File: src/rtl/spi_pkg.sv
`default_nettype none
// ============================================================================
// Module   : spi_pkg
// Brief    : Shared SPI types (FSM states, bus mode) for initiator/responders.
// Revision : 1.0 - initial release
// ============================================================================
package spi_pkg;

    typedef enum logic [2:0] {
        IDLE  = 3'd0,
        SETUP = 3'd1,
        SHIFT = 3'd2,
        HOLD  = 3'd3,
        DONE  = 3'd4
    } state_t;

    // Packs as {cpol, cpha}, matching the 2-bit mode port layout.
    typedef struct packed {
        logic cpol;
        logic cpha;
    } spi_mode_t;

endpackage
`default_nettype wire

File: src/rtl/spi_sclk_gen.sv
`default_nettype none
// ============================================================================
// Module   : spi_sclk_gen
// Brief    : SPI serial clock generator. Divides clk down to sclk while
//            enabled and flags leading/trailing/final edges of a frame.
// Revision : 1.0 - initial release
// ============================================================================
module spi_sclk_gen #(
    parameter int DATA_W  = 8,
    parameter int CLK_DIV = 4
) (
    input  logic clk,
    input  logic reset,
    input  logic enable_i,
    input  logic cpol_i,
    output logic sclk_o,
    output logic lead_stb_o,
    output logic trail_stb_o,
    output logic last_edge_o
);

    localparam int DIV_W  = $clog2(CLK_DIV);
    localparam int EDGE_W = $clog2(2 * DATA_W) + 1;
    localparam logic [DIV_W-1:0]  DIV_LAST  = DIV_W'(CLK_DIV - 1);
    localparam logic [EDGE_W-1:0] EDGE_LAST = EDGE_W'(2 * DATA_W - 1);

    logic [DIV_W-1:0]  div_q,  div_d;
    logic [EDGE_W-1:0] edge_q, edge_d;
    logic              sclk_q, sclk_d;
    logic              stb;

    // One strobe per sclk half-period; even edge indices move sclk away
    // from CPOL (leading), odd ones bring it back (trailing).
    assign stb         = enable_i && (div_q == DIV_LAST);
    assign lead_stb_o  = stb && !edge_q[0];
    assign trail_stb_o = stb &&  edge_q[0];
    assign last_edge_o = stb && (edge_q == EDGE_LAST);
    assign sclk_o      = sclk_q;

    // Next-state: counters run only while enabled; idle sclk parks at CPOL.
    always_comb begin
        div_d  = div_q;
        edge_d = edge_q;
        sclk_d = sclk_q;
        if (!enable_i) begin
            div_d  = '0;
            edge_d = '0;
            sclk_d = cpol_i;
        end else if (stb) begin
            div_d  = '0;
            edge_d = edge_q + 1'b1;
            sclk_d = ~sclk_q;
        end else begin
            div_d  = div_q + 1'b1;
        end
    end

    // Divider, edge counter and sclk registers.
    always_ff @(posedge clk or posedge reset) begin
        if (reset) begin
            div_q  <= '0;
            edge_q <= '0;
            sclk_q <= 1'b0;
        end else begin
            div_q  <= div_d;
            edge_q <= edge_d;
            sclk_q <= sclk_d;
        end
    end

endmodule
`default_nettype wire

File: src/rtl/spi_initiator.sv
`default_nettype none
// ============================================================================
// Module   : spi_initiator
// Brief    : SPI initiator, all four CPOL/CPHA modes, LSB-first full-duplex
//            frames of DATA_W bits with programmable cs setup/hold.
// Revision : 1.0 - initial release
// ============================================================================
module spi_initiator
    import spi_pkg::*;
#(
    parameter int DATA_W   = 8,
    parameter int CLK_DIV  = 4,
    parameter int CS_SETUP = 2,
    parameter int CS_HOLD  = 2
) (
    input  logic              clk,
    input  logic              reset,
    input  logic              start_i,
    input  logic [1:0]        mode_i,
    input  logic [DATA_W-1:0] data_tx_i,
    output logic [DATA_W-1:0] data_rx_o,
    output logic              busy_o,
    output logic              done_o,
    output logic              sclk_o,
    output logic              mosi_o,
    input  logic              miso_i,
    output logic              cs_n_o
);

    localparam int PH_MAX = (CS_SETUP > CS_HOLD) ? CS_SETUP : CS_HOLD;
    localparam int PH_W   = $clog2(PH_MAX + 1);
    localparam logic [PH_W-1:0] SETUP_LAST = PH_W'(CS_SETUP - 1);
    localparam logic [PH_W-1:0] HOLD_LAST  = PH_W'(CS_HOLD - 1);

    state_t            state_q;
    spi_mode_t         mode_q;
    logic [DATA_W-1:0] tx_q;
    logic [DATA_W-1:0] rx_q;
    logic [DATA_W-1:0] data_rx_q;
    logic [PH_W-1:0]   ph_q;
    logic              cs_n_q;
    logic              mosi_q;
    logic              busy_q;
    logic              done_q;

    logic gen_en;
    logic gen_cpol;
    logic lead_stb;
    logic trail_stb;
    logic last_edge;
    logic drive_stb;
    logic sample_stb;

    // In IDLE the clock tracks the live mode pin; once a frame is accepted
    // it follows the latched CPOL so pin changes cannot disturb the frame.
    assign gen_en   = (state_q == SHIFT);
    assign gen_cpol = (state_q == IDLE) ? mode_i[1] : mode_q.cpol;

    // CPHA=0 presents bit 0 before the first edge, so later bits go out on
    // trailing edges (none after the final one); CPHA=1 drives on leading.
    assign drive_stb  = mode_q.cpha ? lead_stb  : (trail_stb && !last_edge);
    assign sample_stb = mode_q.cpha ? trail_stb : lead_stb;

    spi_sclk_gen #(
        .DATA_W  (DATA_W),
        .CLK_DIV (CLK_DIV)
    ) u_sclk_gen (
        .clk         (clk),
        .reset       (reset),
        .enable_i    (gen_en),
        .cpol_i      (gen_cpol),
        .sclk_o      (sclk_o),
        .lead_stb_o  (lead_stb),
        .trail_stb_o (trail_stb),
        .last_edge_o (last_edge)
    );

    // Frame sequencer with registered cs_n/mosi/busy/done and shift/capture.
    always_ff @(posedge clk or posedge reset) begin
        if (reset) begin
            state_q   <= IDLE;
            mode_q    <= '0;
            tx_q      <= '0;
            rx_q      <= '0;
            data_rx_q <= '0;
            ph_q      <= '0;
            cs_n_q    <= 1'b1;
            mosi_q    <= 1'b0;
            busy_q    <= 1'b0;
            done_q    <= 1'b0;
        end else begin
            case (state_q)
                IDLE: begin
                    if (start_i) begin
                        mode_q  <= spi_mode_t'(mode_i);
                        tx_q    <= data_tx_i;
                        rx_q    <= '0;
                        ph_q    <= '0;
                        cs_n_q  <= 1'b0;
                        busy_q  <= 1'b1;
                        if (!mode_i[0]) begin
                            mosi_q <= data_tx_i[0];
                        end
                        state_q <= SETUP;
                    end
                end
                SETUP: begin
                    if (ph_q == SETUP_LAST) begin
                        ph_q    <= '0;
                        state_q <= SHIFT;
                    end else begin
                        ph_q <= ph_q + 1'b1;
                    end
                end
                SHIFT: begin
                    if (drive_stb) begin
                        // With CPHA=0 bit 0 already left, so the next bit sits at [1].
                        mosi_q <= mode_q.cpha ? tx_q[0] : tx_q[1];
                        tx_q   <= tx_q >> 1;
                    end
                    if (sample_stb) begin
                        rx_q <= {miso_i, rx_q[DATA_W-1:1]};
                    end
                    if (last_edge) begin
                        ph_q    <= '0;
                        state_q <= HOLD;
                    end
                end
                HOLD: begin
                    if (ph_q == HOLD_LAST) begin
                        ph_q      <= '0;
                        cs_n_q    <= 1'b1;
                        done_q    <= 1'b1;
                        data_rx_q <= rx_q;
                        mosi_q    <= 1'b0;
                        state_q   <= DONE;
                    end else begin
                        ph_q <= ph_q + 1'b1;
                    end
                end
                DONE: begin
                    done_q  <= 1'b0;
                    busy_q  <= 1'b0;
                    state_q <= IDLE;
                end
                default: begin
                    state_q <= IDLE;
                end
            endcase
        end
    end

    assign data_rx_o = data_rx_q;
    assign busy_o    = busy_q;
    assign done_o    = done_q;
    assign mosi_o    = mosi_q;
    assign cs_n_o    = cs_n_q;

endmodule
`default_nettype wire
File: config.mk
export PLATFORM = sky130hd
export DESIGN_NAME = spi_initiator
export DESIGN_NICKNAME = d
export VERILOG_FILES = /design/src/rtl/spi_pkg.sv /design/src/rtl/spi_sclk_gen.sv /design/src/rtl/spi_initiator.sv
export SDC_FILE = /design/constraint.sdc
export NUM_CORES = 1
export LEC_CHECK = 0
export ABC_AREA = 1
export CORE_MARGIN = 2
export CORE_UTILIZATION = 30
export DETAILED_ROUTE_END_ITERATION = 8
export GPL_TIMING_DRIVEN = 0
export MAX_ROUTING_LAYER = met4
export PLACE_DENSITY = 0.47
export SYNTH_ARGS = -nofsm -noshare
export SYNTH_HDL_FRONTEND = slang
export SYNTH_SLANG_ARGS = --single-unit
export TNS_END_PERCENT = 5
File: constraint.sdc
create_clock -name clk -period 2.2 [get_ports clk]
set_clock_uncertainty 0.15 [all_clocks]
set_input_delay 0.44 -clock clk [delete_from_list [all_inputs] [get_ports clk]]
set_output_delay 0.44 -clock clk [all_outputs]
set_load 0.01 [all_outputs]
==> results of run 1 <==
## worst max path at each step
stage	start	end	slack [ns]	cells after the start
2_1_floorplan	u_sclk_gen.edge_q[0]	tx_q[0]	0.56	10
3_3_place_gp	reset	busy_o	-0.36	2
3_5_place_dp	start_i	tx_q[7]	0.22	6
4_1_cts	cs_n_o	cs_n_o	0.25	1
5_1_grt	u_sclk_gen.edge_q[0]	mosi_o	0.18	11
6_report	cs_n_o	cs_n_o	0.27	1
## per-layer routing
metal / GRT usage [%] / vias to the layer above / wire, um
li1: - / 866 / -
met4: 4.33 / 0 / 50
met2: 21.1 / 19 / 1980
met1: 18.1 / 740 / 2310
met3: 2.98 / 4 / 116
met5: - / - / 0
## synth_stat cells
cell type,number
nor2_2,1
nor4_1,1
nand2_2,5
nand3_4,1
ha_1,3
o21ai_2,1
dfstp_2,1
buf_2,1
nand3_1,20
clkbuf_1,1
nand3b_1,1
inv_2,4
inv_1,20
o211ai_1,1
nor2_4,1
a31oi_1,1
o22ai_1,2
buf_4,2
nor3_1,4
dfrtp_1,42
nand2_1,104
o21ai_0,13
nand4_1,2
nand3_2,1
o31ai_1,1
nor2_1,12
a21oi_1,4
## state kept, by name, summed over array words and instances, names as in the netlist
name and flops:
done_o 1, rx_q 8, mosi_o 1, mode_q 2, data_rx_o 8, ph_q 2
u_sclk_gen.sclk_o 1, state_q 3, tx_q 8, u_sclk_gen.div_q 2, busy_o 1, u_sclk_gen.edge_q 5
cs_n_o 1
## layout make-up
class | instances | area share [%]
Sequential cell | 43 | 42.6
Multi-Input combinational cell | 179 | 32.6
Timing Repair Buffer | 27 | 11.1
Tap cell | 77 | 3.81
Inverter | 24 | 3.56
Clock buffer | 5 | 2.72
Clock inverter | 3 | 2.67
Buffer | 4 | 0.941
## logic make-up after synthesis
logic type	after synthesis	synth area share, %
and+or+nand+nor	153	32.7
DFF	43	53.5
buffers and inverters	28	5.65
AOI/OAI and AO/OA	23	6.34
adders and majority gates	3	1.86
## metrics by stage
stage          hold WS, ns  cell area (sq um)  utilization (%)  std cells  setup slack [ns]
3_5_place_dp         0.278               2390             37.2        354             0.221
4_1_cts              0.208               2530             39.4        362             0.247
6_report             0.210               2530             39.4        362             0.266
3_3_place_gp         0.276               2370             36.9        353            -0.363
2_1_floorplan        0.260               2010                -        250             0.562
5_1_grt              0.218               2530             39.4        362             0.178
## power groups by stage
| stage | clock network, mW | registers (mW) | logic [mW] |
|---|---|---|---|
| 6_report | 0.729 | 0.798 | 0.0479 |
| 4_1_cts | 0.755 | 0.798 | 0.0502 |
| 5_1_grt | 0.785 | 0.799 | 0.0552 |
| 2_1_floorplan | 0 | 0.813 | 0.0156 |
| 3_3_place_gp | 0 | 0.814 | 0.0453 |
| 3_5_place_dp | 0 | 0.814 | 0.0502 |
## cells in the final DEF (no fill, tap or decap)
cell	instances
nand2_1	104
dfrtp_1	42
clkdlybuf4s50_1	26
nand3_1	20
inv_1	19
o21ai_0	13
nor2_1	12
inv_2	5
nand2_2	5
clkbuf_8	5
a21oi_1	4
nor3_1	4
ha_1	3
buf_4	2
nand4_1	2
o22ai_1	2
bufinv_16	2
nor2_4	1
nor2_2	1
nand3_4	1
buf_2	1
a31oi_1	1
nor4_1	1
clkbuf_1	1
nand3_2	1
nand3b_1	1
o21ai_2	1
o211ai_1	1
o31ai_1	1
clkinvlp_4	1
dfstp_2	1
buf_12	1
==> metrics.csv, run 1 <==
stage;metric;value;unit
timing;crit share post-route;87.9;%
clock_network;Worst-path clk slew;0.09;ns
clock_network;CTS H-tree depth;2;
global_routing;total track usage;13.7;%
cells_and_area;ANT cells;0;
worst_setup_path;WP data required;1.61;ns
power;Clk network pwr share;46.3;%
worst_setup_path;Critical Path End Type;output port;
power;Seq pwr share;50.7;%
die;Die Area;0.00739;sq mm
power;P_int;1.27;mW
worst_setup_path;CP bufs+invs;1;
worst_setup_path;reg2reg path depth;9;
yosys;top cell type by total area after synthesis;dfrtp_1;
cells_and_area;final layout net count;301;
timing;post-route minimum period;1.93;ns
power;switching fraction of total power;19.2;%
flow_run;max_cap viols;0;
cells_and_area;fillers;659;
route;drt first pass iters;4;
yosys;Mapped Area;0.00201;sq mm
timing;Rel. slew slack;75.5;%
timing;total negative slack;0;ns
global_routing;largest net degree at the start of global routing;37;
route;routed wire length;4.46;mm
worst_setup_path;CP max FO;2;
place;gpl congestion;0.728;
cells_and_area;Seq. cell area;0.00108;sq mm
worst_setup_path;worst setup path class;register to output port;
yosys;syn_nets;267;
worst_hold_path;Hold Path Class;input pin to asynchronous set/reset pin;
power;Combinational Power Share;3.0;%
clock_network;CTS max path bufs;2;
global_routing;grt ovf;0;
yosys;Yosys cell types;27;
global_routing;vias in the first global route;1645;
power;maximum vdd ir drop;0.403;mV
timing;max-slew violation count;0;
clock_network;Resized Gates After CTS;0;
place;DP HPWL;3.16;mm
clock_network;Num CTS Buffers;5;
place;Buffers on Ports;26;
cells_and_area;Area Growth Syn to Fin;25.5;%
power;sw power;0.302;mW
route;via count;1629;
yosys;Synth Instances;250;
die;initial core utilization;31.4;%
timing;hold violation count in the final report;0;
clock_network;Setup Buffers After CTS;0;
power;pwr dens;623;mW/mm^2
global_routing;first-pass GRT wire length;7.76;mm
clock_network;CTS Hold Buffers Added;0;
worst_setup_path;Critical R2R Capture;ph_q[1];
yosys;part of the Yosys area used for sequential elements;53.5;%
route;Vias/cell;4.50;
worst_setup_path;Worst EP arrival;1.34;ns
worst_setup_path;reg2reg start;u_sclk_gen.edge_q[1];
worst_setup_path;crit-path leading delay family;flip-flops;
cells_and_area;Multi-input gate area;823;sq um
clock_network;root buffer cell;clkbuf_8;
worst_setup_path;Worst R2R Setup Slack;0.35;ns
cells_and_area;fraction of layout cells with a size suffix above 1;9.82;%
die;Die Y;85.9;um
die;die width;85.9;um
die;CORE AREA;0.00642;sq mm
yosys;Synth area leaders;dfrtp_1 52%, nand2_1 19%, nand3_1 5.0%;
route;Antenna Nets Post-Route;0;
worst_setup_path;slowest CP cell;dfstp_2;
timing;RSZ-0062 raised after global routing;false;
route;DR iter-0 viols;47;
yosys;Mapped Avg Cell Area;8.06;sq um
worst_setup_path;Setup crit start kind;register;
yosys;share of the synthesized area in the top cell type;52.2;%
worst_setup_path;max incr delay on CP;0.53;ns
die;# IOs;27;
timing;endpoints failing setup;0;
route;DR DRC count;0;
status;status;complete, no violations;
worst_setup_path;worst path cell trace;clkdlybuf4s50_1;
die;cell row count;29;
clock_network;CTS tree;done;
power;leakage power;1.29;nW
timing;Least-Margin Pin Slew;0.368;ns
yosys;register bit total from synthesis;43;
clock_network;clock sinks;43;
global_routing;initial antenna violation count;0;
route;drt wl/cell;12.3;um
timing;fmax;517;MHz
clock_network;Clk Latency, worst-skew pair;0.29;ns
yosys;warnings from Yosys;0;
power;Tot Pwr;1.57;mW
(Power assumes the default switching activity.)
==> run 2: changes to the inputs <==
- CTS_CLUSTER_SIZE: unset -> 10
==> results of run 2 <==
Final layout, timing and power as in run 1 (identical DEF).
